===== config.mk =====
export PLATFORM = sky130hd
export DESIGN_NAME = mem_port_arbiter
export DESIGN_NICKNAME = d
export VERILOG_FILES = /design/src/rtl/cpu_pkg.sv /design/src/rtl/mem_port_arbiter_pick.sv /design/src/rtl/mem_port_arbiter.sv
export SDC_FILE = /design/constraint.sdc
export NUM_CORES = 1
export LEC_CHECK = 0
export CAP_MARGIN = 30
export CORE_UTILIZATION = 42
export DETAILED_ROUTE_END_ITERATION = 16
export PLACE_DENSITY = 0.86
export SLEW_MARGIN = 5
export SYNTH_ARGS = -nofsm -noshare
export SYNTH_HDL_FRONTEND = slang
export SYNTH_HIERARCHICAL = 1
export SYNTH_SLANG_ARGS = --single-unit
export TNS_END_PERCENT = 10

===== constraint.sdc =====
create_clock -name clk_i -period 4.9 [get_ports clk_i]
set_input_delay 1.225 -clock clk_i [delete_from_list [all_inputs] [get_ports clk_i]]
set_output_delay 1.225 -clock clk_i [all_outputs]
set_load 0.02 [all_outputs]

===== src/rtl/cpu_pkg.sv =====
// Shared CPU definitions: memory geometry plus the memory-port arbiter types.
package cpu_pkg;

    localparam int MEM_ADDR_SIZE = 16;
    localparam int BYTE          = 8;
    localparam int ARB_NUM_REQ   = 3;

    typedef enum logic [1:0] {
        ARB_IDLE  = 2'd0,
        ARB_ISSUE = 2'd1,
        ARB_WAIT  = 2'd2
    } arb_state_t;

    typedef enum logic [1:0] {
        ARB_FETCH = 2'd0,
        ARB_LSU   = 2'd1,
        ARB_DMA   = 2'd2
    } arb_req_id_t;

    // Convert a one-hot winner vector into a requester ID (fetch when empty).
    function automatic arb_req_id_t arb_onehot_to_id(input logic [ARB_NUM_REQ-1:0] oh);
        if (oh[ARB_DMA])
            return ARB_DMA;
        else if (oh[ARB_LSU])
            return ARB_LSU;
        else
            return ARB_FETCH;
    endfunction

endpackage


===== src/rtl/mem_port_arbiter_pick.sv =====
// Combinational winner selection: DMA first, then fetch/LSU round-robin,
// with fetch/LSU masked while a DMA burst holds the lock.
module arb_priority_pick
    import cpu_pkg::*;
(
    input  logic [ARB_NUM_REQ-1:0] req_i,
    input  logic                   last_lsu_i,
    input  logic                   lock_i,
    output logic [ARB_NUM_REQ-1:0] win_o
);

    // Priority resolution; a tie between fetch and LSU goes to whoever did not win last.
    always_comb begin
        win_o = '0;
        if (req_i[ARB_DMA]) begin
            win_o[ARB_DMA] = 1'b1;
        end else if (!lock_i) begin
            if (req_i[ARB_FETCH] && req_i[ARB_LSU]) begin
                if (last_lsu_i)
                    win_o[ARB_FETCH] = 1'b1;
                else
                    win_o[ARB_LSU] = 1'b1;
            end else if (req_i[ARB_FETCH]) begin
                win_o[ARB_FETCH] = 1'b1;
            end else if (req_i[ARB_LSU]) begin
                win_o[ARB_LSU] = 1'b1;
            end
        end
    end

endmodule


===== src/rtl/mem_port_arbiter.sv =====
// Shares the single memory port between fetch, LSU and DMA, one transaction
// at a time, with a request/ready issue phase and a valid-strobed response.
module mem_port_arbiter
    import cpu_pkg::*;
(
    input  logic                     clk_i,
    input  logic                     rstn_i,
    input  logic [ARB_NUM_REQ-1:0]   req_i,
    output logic [ARB_NUM_REQ-1:0]   gnt_o,
    input  logic [MEM_ADDR_SIZE-1:0] fetch_addr_i,
    input  logic [MEM_ADDR_SIZE-1:0] lsu_addr_i,
    input  logic [MEM_ADDR_SIZE-1:0] dma_addr_i,
    input  logic                     lsu_we_i,
    input  logic                     dma_we_i,
    input  logic [BYTE-1:0]          lsu_wdata_i,
    input  logic [BYTE-1:0]          dma_wdata_i,
    input  logic                     dma_lock_i,
    output logic [ARB_NUM_REQ-1:0]   done_o,
    output logic [BYTE-1:0]          rdata_o,
    output logic                     busy_o,
    output logic                     mem_req_o,
    input  logic                     mem_ready_i,
    output logic                     mem_we_o,
    output logic [MEM_ADDR_SIZE-1:0] mem_addr_o,
    output logic [BYTE-1:0]          mem_wdata_o,
    input  logic                     mem_valid_i,
    input  logic [BYTE-1:0]          mem_rdata_i
);

    arb_state_t               state_q;
    arb_req_id_t              owner_q;
    logic                     last_lsu_q;
    logic                     busy_q;
    logic                     mem_req_q;
    logic                     mem_we_q;
    logic                     lat_we_q;
    logic [MEM_ADDR_SIZE-1:0] addr_q;
    logic [BYTE-1:0]          wdata_q;
    logic [BYTE-1:0]          rdata_q;
    logic [ARB_NUM_REQ-1:0]   done_q;

    logic [ARB_NUM_REQ-1:0]   win;
    logic                     lock_qual;
    arb_req_id_t              win_id;
    logic [MEM_ADDR_SIZE-1:0] addr_d;
    logic [BYTE-1:0]          wdata_d;
    logic                     we_d;

    // The lock only binds while the most recent owner was the DMA engine.
    assign lock_qual = dma_lock_i && (owner_q == ARB_DMA);

    arb_priority_pick u_pick (
        .req_i      (req_i),
        .last_lsu_i (last_lsu_q),
        .lock_i     (lock_qual),
        .win_o      (win)
    );

    assign win_id = arb_onehot_to_id(win);

    // Select the winning requester's transaction fields for latching.
    always_comb begin
        addr_d  = fetch_addr_i;
        wdata_d = '0;
        we_d    = 1'b0;
        case (win_id)
            ARB_LSU: begin
                addr_d  = lsu_addr_i;
                wdata_d = lsu_wdata_i;
                we_d    = lsu_we_i;
            end
            ARB_DMA: begin
                addr_d  = dma_addr_i;
                wdata_d = dma_wdata_i;
                we_d    = dma_we_i;
            end
            default: ;
        endcase
    end

    // Grant is combinational and only offered in IDLE; it is forced low while reset is held.
    assign gnt_o = (rstn_i && (state_q == ARB_IDLE)) ? win : '0;

    // Arbiter FSM with registered memory-side and completion outputs.
    always_ff @(posedge clk_i or negedge rstn_i) begin
        if (!rstn_i) begin
            state_q    <= ARB_IDLE;
            owner_q    <= ARB_FETCH;
            last_lsu_q <= 1'b1;
            busy_q     <= 1'b0;
            mem_req_q  <= 1'b0;
            mem_we_q   <= 1'b0;
            lat_we_q   <= 1'b0;
            addr_q     <= '0;
            wdata_q    <= '0;
            rdata_q    <= '0;
            done_q     <= '0;
        end else begin
            done_q <= '0;
            case (state_q)
                ARB_IDLE: begin
                    if (|win) begin
                        state_q   <= ARB_ISSUE;
                        busy_q    <= 1'b1;
                        mem_req_q <= 1'b1;
                        mem_we_q  <= we_d;
                        lat_we_q  <= we_d;
                        addr_q    <= addr_d;
                        wdata_q   <= wdata_d;
                        owner_q   <= win_id;
                        // DMA wins do not disturb the fetch/LSU rotation.
                        if (win_id != ARB_DMA)
                            last_lsu_q <= (win_id == ARB_LSU);
                    end
                end
                ARB_ISSUE: begin
                    if (mem_ready_i) begin
                        state_q   <= ARB_WAIT;
                        mem_req_q <= 1'b0;
                        mem_we_q  <= 1'b0;
                    end
                end
                ARB_WAIT: begin
                    if (mem_valid_i) begin
                        state_q <= ARB_IDLE;
                        busy_q  <= 1'b0;
                        done_q  <= ARB_NUM_REQ'(1) << owner_q;
                        if (!lat_we_q)
                            rdata_q <= mem_rdata_i;
                    end
                end
                default: begin
                    state_q   <= ARB_IDLE;
                    busy_q    <= 1'b0;
                    mem_req_q <= 1'b0;
                    mem_we_q  <= 1'b0;
                end
            endcase
        end
    end

    assign busy_o      = busy_q;
    assign mem_req_o   = mem_req_q;
    assign mem_we_o    = mem_we_q;
    assign mem_addr_o  = addr_q;
    assign mem_wdata_o = wdata_q;
    assign rdata_o     = rdata_q;
    assign done_o      = done_q;

endmodule


* Word-level counts from Yosys, hierarchy flattened
Cells that the tools add are included.
** Cells by class
- Equal/unequal tests :: 9
- Shift-type cells :: 1
- Muxes and demuxes :: 28
- Bitwise logic cells :: 3
- Reduce and logical (&&, ||, !) cells :: 11
** Operators with widths (count)
- $pmux 16 s2 :: 1
- $pmux 8 s2 :: 1
- $reduce_and 3->1 :: 5
- $mux 2 :: 7
- $mux 1 :: 11
- $mux 3 :: 3
- $pmux 1 s3 :: 3
- $eq 2x2->1 const B :: 3
- $ne 2x2->1 const B :: 3
- $pmux 2 s3 :: 1
- $eq 2x1->1 const B :: 2
- $logic_and 1x1->1 :: 3
- $not 1->1 :: 3
- $reduce_or 3->1 :: 1
- $shl 1x2->3 const A :: 1
- $logic_not 2->1 :: 1
- $ne 2x1->1 const B :: 1
- $pmux 1 s2 :: 1
- $reduce_and 2->1 :: 1
** Word-level totals
- Bits in registers :: 44
- Input port bits :: 82
- Output and inout bits :: 41
- Logic and storage cells :: 63

* Depth between registers and ports, before layout
- Depth after elaboration :: 11
- Mapped depth :: 7
- Gate-level depth less buffers :: 6

* Cells and area by module
Netlist, hierarchy kept.
** By module, submodules not included
- mem_port_arbiter :: instances 1, cells each 198, area an instance 2223.4 um2, sequential area each 1102.3 um2
- arb_priority_pick :: instances 1, cells each 6, area an instance 33.8 um2, sequential area each 0.0 um2

* Worst setup path before layout
OpenSTA, ideal clock, no wires.
- Path kind :: input to output
- Start :: in dma_lock_i
- End :: out gnt_o[1]
- Arrival time :: 2.141 ns
- Required time :: 3.675 ns
- Path slack :: 1.534 ns
- Stages :: 5
- Buffers on the path :: 1
- Path through :: and3b_1 nor2_1 and3_1 buf_4 and3_1
** Between the ends
- Cells in the longest elaborated chain, start to end :: 4
** Ends and longest elaborated chain
- start: declaration :: RTL line mem_port_arbiter.sv:17 : input logic dma_lock_i,
- $logic_and 1x1->1 :: RTL line mem_port_arbiter.sv:50 : assign lock_qual = dma_lock_i && (owner_q == ARB_DMA);
- $mux 2 :: RTL line mem_port_arbiter_pick.sv:17 : end else if (!lock_i) begin
- $mux 2 :: RTL line mem_port_arbiter_pick.sv:15 : if (req_i[ARB_DMA]) begin
- named net win[1] :: RTL line mem_port_arbiter.sv:42 : logic [ARB_NUM_REQ-1:0] win;
- $mux 3 :: RTL line mem_port_arbiter.sv:82 : assign gnt_o = (rstn_i && (state_q == ARB_IDLE)) ? win : '0;
- end: declaration :: RTL line mem_port_arbiter.sv:9 : output logic [ARB_NUM_REQ-1:0] gnt_o,
The timed path passes the listed nets, and every way through them passes these cells.

* Final worst setup path
- Start :: in dma_lock_i
- End :: out gnt_o[0]
** Between the ends
- Cells in the longest elaborated chain, start to end :: 4
** Ends and longest elaborated chain
- $logic_and 1x1->1 :: RTL line mem_port_arbiter.sv:50
- named net lock_qual :: RTL line mem_port_arbiter.sv:43 : logic lock_qual;
- $mux 2 :: RTL line mem_port_arbiter_pick.sv:17
- $mux 2 :: RTL line mem_port_arbiter_pick.sv:15
- named net win[0] :: RTL line mem_port_arbiter.sv:42
- $mux 3 :: RTL line mem_port_arbiter.sv:82
The timed path passes the listed nets, and every way through them passes these cells.

==> results.md <==
* Status: completed
* Busiest layer in global routing: met2
* H-Tree Depth at 2
* DRC errors left at 0
* Gr ovfl total at 0
* Drt initial violations at 68
* Routed via count at 1979
* Ys flop type: dfrtp_1
* Min Tclk post-route at 4.24 ns
* Worst Tran Pin Value at 0.839 ns
* Die height at 75.3 um
* Clock latency on the worst-skew pair at 0.28 ns
* Tot GR Track Use at 0.199
* Share of cells above drive strength 1 at 0.141
* Routed WL at 5.65 mm
* Cells along the critical path: clkdlybuf4s50_1 > and3b_1 > nor2_1 > and3_1 > and3_1 > clkdlybuf4s50_1
* Top post-synthesis cells by area: dfrtp_1 (48%), mux2_2 (12%), o21ai_0 (10%)
* Vias in the first global route at 1850
* Tcrit/Tclk final at 0.866
* Largest net degree at the start of global routing at 45
* R2R setup slack at 1.96 ns
* Crit end category: primary output
* Post-synthesis net count at 286
* Core area at 0.00514 mm2
* GR met2 Demand/Resource at 0.384
* Post-synthesis sequential area ratio at 0.488
* Total clock sinks at 44
* Critical path's slowest cell: clkdlybuf4s50_1
* Worst Skew at 0.00378 ns
* # resized after CTS at 0
* Fillers at 445
* Initial antenna violation count at 0
* Post-CTS Setup Bufs at 0
* PwrDens at 508 mW/mm2
* Lkg Pwr at 1.49 nW
* Setup CP Type: in -> out
* Max VDD drop at 0.244 mV
* RD Place Congestion at 0.738
* Critical path peak fanout at 4
* Final setup violation count at 0
* Post-layout net count at 400
* TritonCTS clock tree: done
* Syn Area/Cell at 11.1 um2
* Met3 Use GR at 0.0344
* Synthesized flop and latch total at 44
* Hold Startpoint: busy_o
* Met1 Use GR at 0.224
* Inserted Clock Buffers at 5
* RSZ-0062 raised after global routing: false
* R2r startpoint: owner_q[0]
* Headroom to the max-slew limit at 0.439
* Area growth syn-to-layout at 58.4%
* Worst hold path class: reg -> reg
* Antenna cells at 0
* Fmax at 0.236 GHz
* Vias per cell at 5.09
* EDFF count, synth at 0
* Synth Warn # at 6
* DIE WIDTH at 75.3 um
* Synthesized instance count at 204
* Hold_buf cts at 0
* Clk root buf: clkbuf_8
* FP Rows at 26
* Post-route ant nets at 0
* Post-synthesis cell type count at 30
* CP max stage delay at 0.60 ns
* DRT Pass-1 Iters at 4
* Clk buf depth at 2
* Area leader, netlist: dfrtp_1
* Post-DP HPWL at 4.29 mm
* Die Footprint at 0.00567 mm2
* Setup TNS at 0 ns
* First-pass GRT wire length at 8.44 mm
* Clock transition at path regs at 0.08 ns
* Worst Path Required at 3.67 ns
* Critical Path AT at 3.02 ns
* Critical Path Source: dma_lock_i
* Async S/R FF share, synth at 1.00
* Worst hold margin at 0.492 ns
* Max Cap Violations at 0
* Yosys top cell area share at 0.477
* Top-level I/O count at 123
* PortBufs at 122
* Routed WL per cell at 14.5 um
* Starting Density at 0.439
* Max Transition Viols Final at 0
* Final hold vios at 0
* Startpoint types: input port
* Synthesized area at 0.00226 mm2
==> metrics by stage <==
stage	cell area (um2)	cells	power, mW	worst slack [ns]	utilization
final	3570	389	1.82	0.657	0.695
after detailed placement	3450	381	1.54	0.687	0.671
after CTS	3570	389	1.84	0.680	0.695
after global placement	3450	381	1.51	0.694	0.671
after floorplan	2260	204	1.16	1.53	-
after global routing	3570	389	1.93	0.599	0.695
==> power by group <==
group	switching [mW]	internal, mW	total (mW)
Sequential	0.102	0.527	0.630
Combinational	0.453	0.446	0.898
Clock	0.108	0.180	0.288
Total	0.663	1.15	1.82
==> logic make-up (layout without fill, tap and decap cells) <==
logic type      count (synthesis)  after routing  share of synthesized area
compound gates                 65             65                      0.156
flops                          44             44                      0.488
mux                            42             42                      0.204
simple gates                   35             35                     0.0942
buf+inv                        18            133                     0.0576
==> critical path, delay by kind of cell <==
family / cells / cell delay [ns]
AND/OR/NAND/NOR: 4 / 0.79
buffers and inverters: 2 / 0.99
==> registers in the layout, indices dropped and copies added (netlist names) <==
name	count
busy_o	1
done_o	3
last_lsu_q	1
lat_we_q	1
mem_addr_o	16
mem_req_o	1
mem_wdata_o	8
mem_we_o	1
owner_q	2
rdata_o	8
state_q	2
==> cell type report <==
cell class	count	area [um2]	area share
sequential	44	1100	0.308
clock buffer	7	96.3	0.0270
clock inverter	1	30.0	0.00840
timing repair buffer	125	1230	0.345
multi-input combinational	142	1020	0.287
tap	70	87.6	0.0245
==> routing by layer <==
layer  vias to the layer above  part of all wire
li1                        960                 -
met5                         -                 0
met1                       950              0.40
met3                         2             0.053
met2                        67              0.54
met4                         0            0.0060
==> cell usage after synthesis, types with 2 or more instances <==
cell type	count
nor2b_1	2
mux2_2	24
dfrtp_1	43
o21ai_0	47
buf_6	6
o21ai_1	7
buf_4	3
nor2_1	3
mux2_4	2
and3_1	5
mux2i_1	16
nand2_1	13
buf_2	4
a22oi_1	8
nor3b_1	2
nor3_1	2
clkbuf_1	4
==> layout by cell type, fill, tap and decap left out, types with 2 or more instances in the layout <==
| cell type | netlist | routed |
|---|---|---|
| a22oi_1 | 8 | 8 |
| mux2_2 | 24 | 24 |
| dfrtp_1 | 43 | 43 |
| buf_2 | 4 | 2 |
| nor2_1 | 3 | 3 |
| buf_4 | 3 | 3 |
| nand2_1 | 13 | 13 |
| nor3_1 | 2 | 2 |
| and3_1 | 5 | 5 |
| o21ai_0 | 47 | 47 |
| mux2_4 | 2 | 2 |
| clkdlybuf4s50_1 | 0 | 120 |
| clkbuf_8 | 0 | 7 |
| o21ai_1 | 7 | 7 |
| mux2i_1 | 16 | 16 |
| nor2b_1 | 2 | 2 |
| nor3b_1 | 2 | 2 |
==> worst paths after layout <==
path                       cells after the start             end
max                                            6        gnt_o[0]
min                                            2          busy_o
max reg2reg                                    7  mem_wdata_o[6]
min reg2reg                                    2          busy_o
max in group asynchronous                      2      last_lsu_q
min in group asynchronous                      2       done_o[2]
No activity file was read; power rests on OpenSTA's default activity.
